$ cat src/rtl/grf_writeback_ctrl_pkg.sv
// Shared types for the GRF write-side controller.
package grf_writeback_ctrl_pkg;

  localparam int REG_W  = 5;
  localparam int DATA_W = 32;

  typedef struct packed {
    logic              valid;
    logic [REG_W-1:0]  addr;
    logic [DATA_W-1:0] data;
    logic [DATA_W-1:0] pc;
  } wb_entry_t;

endpackage

$ cat src/rtl/grf_writeback_ctrl_wb_fifo.sv
// Source-B writeback queue with per-entry valids,
// address kill, and busy lookup on two query ports.
module wb_fifo
  import grf_writeback_ctrl_pkg::*;
#(
  parameter int DEPTH = 4
) (
  input  logic                   clk,
  input  logic                   rst,
  input  logic                   push,
  input  wb_entry_t              push_entry,
  input  logic                   pop,
  input  logic                   kill_en,
  input  logic [REG_W-1:0]       kill_addr,
  input  logic [REG_W-1:0]       q_addr1,
  input  logic [REG_W-1:0]       q_addr2,
  output wb_entry_t              head,
  output logic [$clog2(DEPTH):0] count,
  output logic                   any_valid,
  output logic                   busy1,
  output logic                   busy2
);

  localparam int PW = $clog2(DEPTH);
  localparam int CW = PW + 1;

  wb_entry_t         mem_q [DEPTH];
  wb_entry_t         mem_d [DEPTH];
  logic [PW-1:0]     wr_q, wr_d;
  logic [PW-1:0]     rd_q, rd_d;
  logic [CW-1:0]     cnt_q, cnt_d;

  always_comb begin
    mem_d = mem_q;
    wr_d  = wr_q;
    rd_d  = rd_q;
    cnt_d = cnt_q;
    if (kill_en) begin
      for (int i = 0; i < DEPTH; i++) begin
        if (mem_q[i].valid && mem_q[i].addr == kill_addr)
          mem_d[i].valid = 1'b0;
      end
    end
    if (pop) begin
      mem_d[rd_q].valid = 1'b0;
      rd_d = rd_q + PW'(1);
    end
    // push lands in a free slot, so it is never hit by the kill
    if (push) begin
      mem_d[wr_q] = push_entry;
      wr_d = wr_q + PW'(1);
    end
    unique case ({push, pop})
      2'b10:   cnt_d = cnt_q + CW'(1);
      2'b01:   cnt_d = cnt_q - CW'(1);
      default: cnt_d = cnt_q;
    endcase
  end

  always_ff @(posedge clk) begin
    if (rst) begin
      for (int i = 0; i < DEPTH; i++)
        mem_q[i] <= '0;
      wr_q  <= '0;
      rd_q  <= '0;
      cnt_q <= '0;
    end else begin
      mem_q <= mem_d;
      wr_q  <= wr_d;
      rd_q  <= rd_d;
      cnt_q <= cnt_d;
    end
  end

  always_comb begin
    any_valid = 1'b0;
    busy1     = 1'b0;
    busy2     = 1'b0;
    for (int i = 0; i < DEPTH; i++) begin
      if (mem_q[i].valid) begin
        any_valid = 1'b1;
        if (q_addr1 != '0 && mem_q[i].addr == q_addr1)
          busy1 = 1'b1;
        if (q_addr2 != '0 && mem_q[i].addr == q_addr2)
          busy2 = 1'b1;
      end
    end
  end

  assign head  = mem_q[rd_q];
  assign count = cnt_q;

endmodule

$ cat src/rtl/grf_writeback_ctrl.sv
// Merges pipeline writeback (A) and queued slow results (B)
// onto the single GRF write port, with starvation guard.
module grf_writeback_ctrl
  import grf_writeback_ctrl_pkg::*;
#(
  parameter int DEPTH        = 4,
  parameter int STARVE_LIMIT = 8
) (
  input  logic              clk,
  input  logic              Reset,
  input  logic              a_valid,
  input  logic [REG_W-1:0]  a_addr,
  input  logic [DATA_W-1:0] a_data,
  input  logic [DATA_W-1:0] a_pc,
  output logic              a_stall,
  input  logic              b_valid,
  output logic              b_ready,
  input  logic [REG_W-1:0]  b_addr,
  input  logic [DATA_W-1:0] b_data,
  input  logic [DATA_W-1:0] b_pc,
  input  logic [REG_W-1:0]  query_addr1,
  input  logic [REG_W-1:0]  query_addr2,
  output logic              query_busy1,
  output logic              query_busy2,
  output logic              WriteEnable,
  output logic [REG_W-1:0]  WriteAddress,
  output logic [DATA_W-1:0] WriteData,
  output logic [DATA_W-1:0] WritePC
);

  localparam int CW = $clog2(DEPTH) + 1;
  localparam int SW = $clog2(STARVE_LIMIT + 1);
  localparam logic [SW-1:0] LIMIT = SW'(STARVE_LIMIT);

  wb_entry_t         head;
  wb_entry_t         push_entry;
  logic [CW-1:0]     count;
  logic              any_valid;
  logic              a_sel, pop, push, emit_b;
  logic [SW-1:0]     starve_q, starve_d;
  logic              we_q, we_d;
  logic [REG_W-1:0]  addr_q, addr_d;
  logic [DATA_W-1:0] data_q, data_d;
  logic [DATA_W-1:0] pc_q, pc_d;

  assign b_ready = count < CW'(DEPTH);
  assign a_stall = (starve_q == LIMIT) && any_valid;
  assign a_sel   = a_valid && !a_stall && (a_addr != '0);
  assign pop     = !a_sel && (count != '0);
  assign emit_b  = pop && head.valid;
  assign push    = b_valid && b_ready && (b_addr != '0);

  assign push_entry = '{valid: 1'b1, addr: b_addr,
                        data: b_data, pc: b_pc};

  wb_fifo #(.DEPTH(DEPTH)) u_fifo (
    .clk        (clk),
    .rst        (Reset),
    .push       (push),
    .push_entry (push_entry),
    .pop        (pop),
    .kill_en    (a_sel),
    .kill_addr  (a_addr),
    .q_addr1    (query_addr1),
    .q_addr2    (query_addr2),
    .head       (head),
    .count      (count),
    .any_valid  (any_valid),
    .busy1      (query_busy1),
    .busy2      (query_busy2)
  );

  always_comb begin
    starve_d = starve_q;
    if (pop || !any_valid)
      starve_d = '0;
    else if (starve_q != LIMIT)
      starve_d = starve_q + SW'(1);
  end

  always_comb begin
    we_d   = 1'b0;
    addr_d = addr_q;
    data_d = data_q;
    pc_d   = pc_q;
    unique case (1'b1)
      a_sel: begin
        we_d   = 1'b1;
        addr_d = a_addr;
        data_d = a_data;
        pc_d   = a_pc;
      end
      emit_b: begin
        we_d   = 1'b1;
        addr_d = head.addr;
        data_d = head.data;
        pc_d   = head.pc;
      end
      default: ;
    endcase
  end

  always_ff @(posedge clk) begin
    if (Reset) begin
      starve_q <= '0;
      we_q     <= 1'b0;
      addr_q   <= '0;
      data_q   <= '0;
      pc_q     <= '0;
    end else begin
      starve_q <= starve_d;
      we_q     <= we_d;
      addr_q   <= addr_d;
      data_q   <= data_d;
      pc_q     <= pc_d;
    end
  end

  assign WriteEnable  = we_q;
  assign WriteAddress = addr_q;
  assign WriteData    = data_q;
  assign WritePC      = pc_q;

endmodule

$ cat config.mk
export PLATFORM = sky130hd
export DESIGN_NAME = grf_writeback_ctrl
export DESIGN_NICKNAME = d
export VERILOG_FILES = /design/src/rtl/grf_writeback_ctrl_pkg.sv /design/src/rtl/grf_writeback_ctrl_wb_fifo.sv /design/src/rtl/grf_writeback_ctrl.sv
export SDC_FILE = /design/constraint.sdc
export NUM_CORES = 1
export LEC_CHECK = 0
export CORE_AREA = 5 5 176 178
export DETAILED_ROUTE_END_ITERATION = 6
export DIE_AREA = 0 0 181 183
export HOLD_SLACK_MARGIN = 0.05
export PLACE_DENSITY = 0.8
export SYNTH_ARGS = -nofsm -noshare
export SYNTH_HDL_FRONTEND = slang
export SYNTH_SLANG_ARGS = --single-unit
$ cat constraint.sdc
create_clock -name clk -period 3.97 [get_ports clk]
set_input_delay 0.794 -clock clk [delete_from_list [all_inputs] [get_ports clk]]
set_output_delay 0.794 -clock clk [all_outputs]
set_load 0.01 [all_outputs]
Yosys cells after proc, flatten, opt, wreduce, memory -nomap -nowiden --
Cells that the tools add are included.
Storage, ports and cells: output and inout port bits 74, bits of input ports 152, register bits 361, logic and storage cells 130
Operators by class: magnitude comparators 5, add/subtract/negate cells 5, bitwise gates (word level) 2, eq/ne operators 16, mux-type cells 44, reduce and logical (&&, ||, !) cells 34
Operators by type and width (number):
- $bwmux W280 | 2
- $mux W280 | 2
- $demux W70 S2 | 2
- $mux W70 | 4
- $bmux W70 S2 | 1
- $pmux W32 S2 | 2
- $eq A5 B5 Y1 | 12
- $mux W1 | 29
- $logic_and A1 B1 Y1 | 21
- $reduce_bool A5 Y1 | 4
- $pmux W5 S2 | 1
- $ge A3 B3 Y1 const B | 2
- $lt A3 B1 Y1 const B | 2
- $not A2 Y3 | 2
- $pmux W3 S2 | 1
- $add A2 B1 Y2 const B | 2
- $add A4 B1 Y4 const B | 1
- $eq A4 B4 Y1 const B | 1
- $ne A4 B4 Y1 const B | 1
- $reduce_bool A2 Y1 | 2
- $reduce_or A2 Y1 | 2
- $add A3 B1 Y3 const B | 1
- $logic_not A1 Y1 | 3
- $lt A3 B3 Y1 const B | 1
- other kinds (5) | 5

Logic depth before layout (Yosys ltp) --
word-level depth 13, depth in mapped cells 12

Cells and area by module --
A second synthesis with hierarchy kept.
Unflattened totals: cell total of the unflattened synthesis 1817, area total of the unflattened synthesis 16385.7 um^2
Modules (own cells, without submodules):
- wb_fifo | cells each 1456, seq. area each 5745.5 um^2, area each 12603.3 um^2, instances 1
- grf_writeback_ctrl | cells each 361, seq. area each 1481.4 um^2, area each 3782.4 um^2, instances 1

Worst setup path before layout --
Ideal clock, no wire load.
path kind input to register, start point input port a_addr[0], end point register u_fifo.cnt_q[2], in the netlist u_fifo.count[2], cell stages on the path 11, arrival 3223 ps, path slack 677 ps, cells stage by stage buf_2 -> or4_4 -> o221ai_4 -> and2_1 -> buf_2 -> ha_1 -> inv_1 -> fa_1 -> xor2_1 -> or3_1 -> a21oi_1
Between the ends: word-level cells in the longest chain between the ends 6, elaborated cells between the ends (all ways) 8, classes of those cells eq/ne (2); mux (1); reduce/logical (5)
RTL lines:
- start, declared | line grf_writeback_ctrl.sv:12 | input logic [REG_W-1:0] a_addr,
- $reduce_bool A5 Y1 * | line grf_writeback_ctrl.sv:48 | assign a_sel = a_valid && !a_stall && (a_addr != '0);
- $logic_and A1 B1 Y1 * | line grf_writeback_ctrl.sv:48
- $logic_not A1 Y1 * | line grf_writeback_ctrl.sv:49 | assign pop = !a_sel && (count != '0);
- $logic_and A1 B1 Y1 * | line grf_writeback_ctrl.sv:49
- $eq A2 B1 Y1 / $eq A2 B2 Y1 (equally long branches) | line grf_writeback_ctrl_wb_fifo.sv:53 | unique case ({push, pop})
- $pmux W3 S2 / $reduce_bool A2 Y1 (equally long branches)
- end signal, assigned | line grf_writeback_ctrl_wb_fifo.sv:71 | cnt_q <= cnt_d;
- end, declared | line grf_writeback_ctrl_wb_fifo.sv:31 | logic [CW-1:0] cnt_q, cnt_d;
Mark *: on every way between the ends. The rest lies on a longest branch, timed or not. A chain may end at the register's enable or synchronous reset.

Worst setup path after layout --
start point input port query_addr2[4], end point output port query_busy2
Between the ends: word-level cells in the longest chain between the ends 10, elaborated cells between the ends (all ways) 17, classes of those cells eq/ne (4); mux (8); reduce/logical (5)
RTL lines:
- start, declared | line grf_writeback_ctrl.sv:22 | input logic [REG_W-1:0] query_addr2,
- $eq A5 B5 Y1 / $reduce_bool A5 Y1 (equally long branches) | line grf_writeback_ctrl_wb_fifo.sv:84 | if (q_addr2 != '0 && mem_q[i].addr == q_addr2)
- $logic_and A1 B1 Y1 | line grf_writeback_ctrl_wb_fifo.sv:84
- $mux W1 | line grf_writeback_ctrl_wb_fifo.sv:84
- $mux W1 | line grf_writeback_ctrl_wb_fifo.sv:80 | if (mem_q[i].valid) begin
- $mux W1 | line grf_writeback_ctrl_wb_fifo.sv:84
- $mux W1 | line grf_writeback_ctrl_wb_fifo.sv:80
- $mux W1 | line grf_writeback_ctrl_wb_fifo.sv:84
- $mux W1 | line grf_writeback_ctrl_wb_fifo.sv:80
- $mux W1 | line grf_writeback_ctrl_wb_fifo.sv:84
- $mux W1 * | line grf_writeback_ctrl_wb_fifo.sv:80
- end, declared | line grf_writeback_ctrl.sv:24 | output logic query_busy2,
Marked as above.

==> results.sh <==
export IMPL_reg2reg_to="WriteData[28]$_SDFFE_PP0P_"
export IMPL_postSynth_asyncResetShare=0
export IMPL_crit_chain="clkdlybuf4s50_1 -> xor2_1 -> nor4_1 -> nand3_1 -> nand4_1 -> o21a_1 -> clkdlybuf4s50_1"
export IMPL_initial_utilization=0.542
export IMPL_wl_per_cell_um=18.7
export IMPL_holdCritPathClass="flop to flop"
export IMPL_cts_hold_buf=0
export IMPL_final_cell_area_um2=19500
export IMPL_cp_start_kind="input pin"
export IMPL_htreeDepth=2
export IMPL_r2r_cells=6
export IMPL_endpoint_kind="output pin"
export IMPL_place_detailed_hpwl_um=28100
export IMPL_fin_crit_sh=0.887
export IMPL_core_um2=29200
export IMPL_cpMaxStageDelayCell="clkdlybuf4s50_1"
export IMPL_globalplace_congestion=0.953
export IMPL_synthesis_area_um2=15900
export IMPL_vias=14000
export IMPL_cap_viol_max_count=0
export IMPL_root_buffer="clkbuf_16"
export IMPL_rsz0062_at_grt="false"
export IMPL_syn_nets=2032
export IMPL_fillers=2344
export IMPL_cp_data_arrival_time_ns=2.73
export IMPL_antenna_found_initial=2
export IMPL_clock_path_buffers=3
export IMPL_tightest_slew_ns=0.987
export IMPL_path_buf_inv=2
export IMPL_insertion_delay_ns=0.52
export IMPL_numPortBuffers=225
export IMPL_grt_usage=0.264
export IMPL_yosysMostFrequentCell="nand2_1"
export IMPL_placedInstanceArea_um2=18200
export IMPL_cp_max_fo=5
export IMPL_hold_start="u_fifo.mem_q[71]$_SDFFE_PP0P_"
export IMPL_regArea_um2=7230
export IMPL_p_per_area_nw_per_um2=532
export IMPL_finalHoldViolCount=0
export IMPL_cts_tree="built"
export IMPL_r2r_slack_ns=0.98
export IMPL_cpMostUsedCell="clkdlybuf4s50_1"
export IMPL_setup_viol=0
export IMPL_postCtsSetupBuffers=0
export IMPL_synth_top_area_frac=0.456
export IMPL_synthCells=1868
export IMPL_tns_ns=0
export IMPL_drv_slew=0
export IMPL_p_leak_nw=6.75
export IMPL_cts_made_buffers=37
export IMPL_yosysWarnings=0
export IMPL_grt_max_degree=103
export IMPL_status="complete, no violations"
export IMPL_ir_drop_mv=0.315
export IMPL_synth_edf_count=0
export IMPL_avgViaCountPerCell=5.78
export IMPL_seq_area_frac_synth=0.456
export IMPL_grt_pass1_wl_um=72800
export IMPL_synth_ff_type="dfxtp_1"
export IMPL_grt_remaining_overflow=0
export IMPL_worstSetupPathType="input pin to output pin"
export IMPL_postLayoutCoreUtil=0.665
export IMPL_num_rows=63
export IMPL_max_slew_margin=0.342
export IMPL_min_period_ns=3.52
export IMPL_slowest_delay_ns=0.54
export IMPL_die_area_um2=33100
export IMPL_grt_pass1_vias=13800
export IMPL_drt_pass1_iter_count=5
export IMPL_drc=0
export IMPL_clock_fmax_mhz=284
export IMPL_r2r_start="u_fifo.rd_q[1]$_SDFFE_PP0N_"
export IMPL_layout_drive_gt1_share=0.101
export IMPL_cts_repair_resized=0
export IMPL_routed_wl_um=45300
export IMPL_dieWidth_um=181
export IMPL_die_h_um=183
export IMPL_final_nets=2169
export IMPL_synth_common_cells="nand2_1, dfxtp_1, a21oi_1"
export IMPL_hold_path_endpoint="u_fifo.mem_q[71]$_SDFFE_PP0P_"
export IMPL_yosys_area_top_type="dfxtp_1"
export IMPL_path_clk_slew_ns=0.06
export IMPL_multi_input_area_um2=7870
export IMPL_syn_to_final_growth_pct=22.7
export IMPL_drtIter0Drc=1421
export IMPL_min_path_cells=2
export IMPL_fin_skew_ns=0.0227
export IMPL_synth_avg_cell_area_um2=8.49
export IMPL_cts_sinks=361
export IMPL_ant_nets=0
export IMPL_required_ns=3.18
export IMPL_pin_count=226
export IMPL_synth_cell_types=35
export IMPL_crit_family="buffers and inverters"
export IMPL_synthTopCellsByArea="dfxtp_1, nand2_1, mux4_2, a21oi_1, a311oi_2"
export IMPL_synth_seq_cells=361
-- worst min-delay path, delay by kind of cell, from the launching register on --
family	cells	cell delay (ns)
AO/OA/AOI/OAI	1	0.05
flip-flops	1	0.31
AND/OR/NAND/NOR	1	0.05
-- metal layers --
metal,part of all wire,GRT usage,vias to the layer above
met5,0.00029,0,-
li1,-,-,6571
met2,0.48,0.446,559
met3,0.071,0.0432,95
met1,0.42,0.351,6769
met4,0.026,0.0817,2
-- how the worst max path moves through the flow --
| stage | startpoint | slack [ns] | cells past startpoint | end |
|---|---|---|---|---|
| floorplan | a_addr[0] | 0.68 | 11 | u_fifo.count[2]$_SDFFE_PP0P_ |
| global placement | b_addr[3] | 0.44 | 10 | u_fifo.count[2]$_SDFFE_PP0P_ |
| detailed placement | b_addr[3] | 0.33 | 10 | u_fifo.count[2]$_SDFFE_PP0P_ |
| CTS | query_addr2[2] | 0.46 | 7 | query_busy2 |
| global route | query_addr2[4] | 0.30 | 7 | query_busy2 |
| finish | query_addr2[4] | 0.45 | 7 | query_busy2 |
-- final cells by class --
type,count,share of cell area
well taps,390,0.0251
repair buffers,260,0.134
flip-flops and latches,361,0.372
inverters,11,0.00212
clock buffers,56,0.0586
multi-input cells,1334,0.404
clock inverters,8,0.00386
diodes,2,0.000257
-- flip-flops by register name, summed over array words and instances (netlist names) --
signal / cells
u_fifo.mem_q: 280
u_fifo.wr_q: 2
WriteEnable: 1
WritePC: 32
u_fifo.count: 3
starve_q: 4
WriteAddress: 5
u_fifo.rd_q: 2
WriteData: 32
-- power breakdown --
group          leakage (nW)  switching (mW)  total, mW  internal (mW)
logic                  3.21            1.38       2.56           1.17
registers              2.94           0.319       4.31           4.00
clock network         0.599            1.42       3.47           2.05
total                  6.75            3.12       10.3           7.22
-- logic make-up after synthesis --
family	synth area share
simple gates	0.198
compound gates	0.150
flops	0.456
buf+inv	0.0497
mux	0.0994
xor+xnor	0.0370
fa+ha+maj	0.00994
-- through the flow --
step                power (mW)  std cells  worst slack (ns)  hold slack, ns
floorplan                 6.00       1868             0.677           0.433
global placement          6.87       2356             0.438           0.438
CTS                       10.4       2420             0.458           0.451
finish                    10.3       2422             0.449           0.451
detailed placement        6.93       2356             0.335           0.443
global route              10.8       2421             0.296           0.469
-- cells in the final DEF (no fill, tap or decap), types with 3 or more instances in the layout --
cell	count
dfxtp_1	359
nand2_1	681
ha_1	11
clkdlybuf4s50_1	224
a311oi_2	29
mux4_2	70
inv_1	11
clkbuf_1	8
clkbuf_16	40
clkinv_2	4
a21oi_1	292
a22oi_1	5
a311oi_1	35
buf_4	28
and2_1	3
nor2_1	78
and2_2	4
nand3_1	18
nand2_2	4
a21o_1	4
buf_12	7
or3_1	3
clkbuf_8	8
xor2_1	44
o41ai_1	4
nor4_1	8
xnor2_1	23
(Power assumes the default switching activity.)
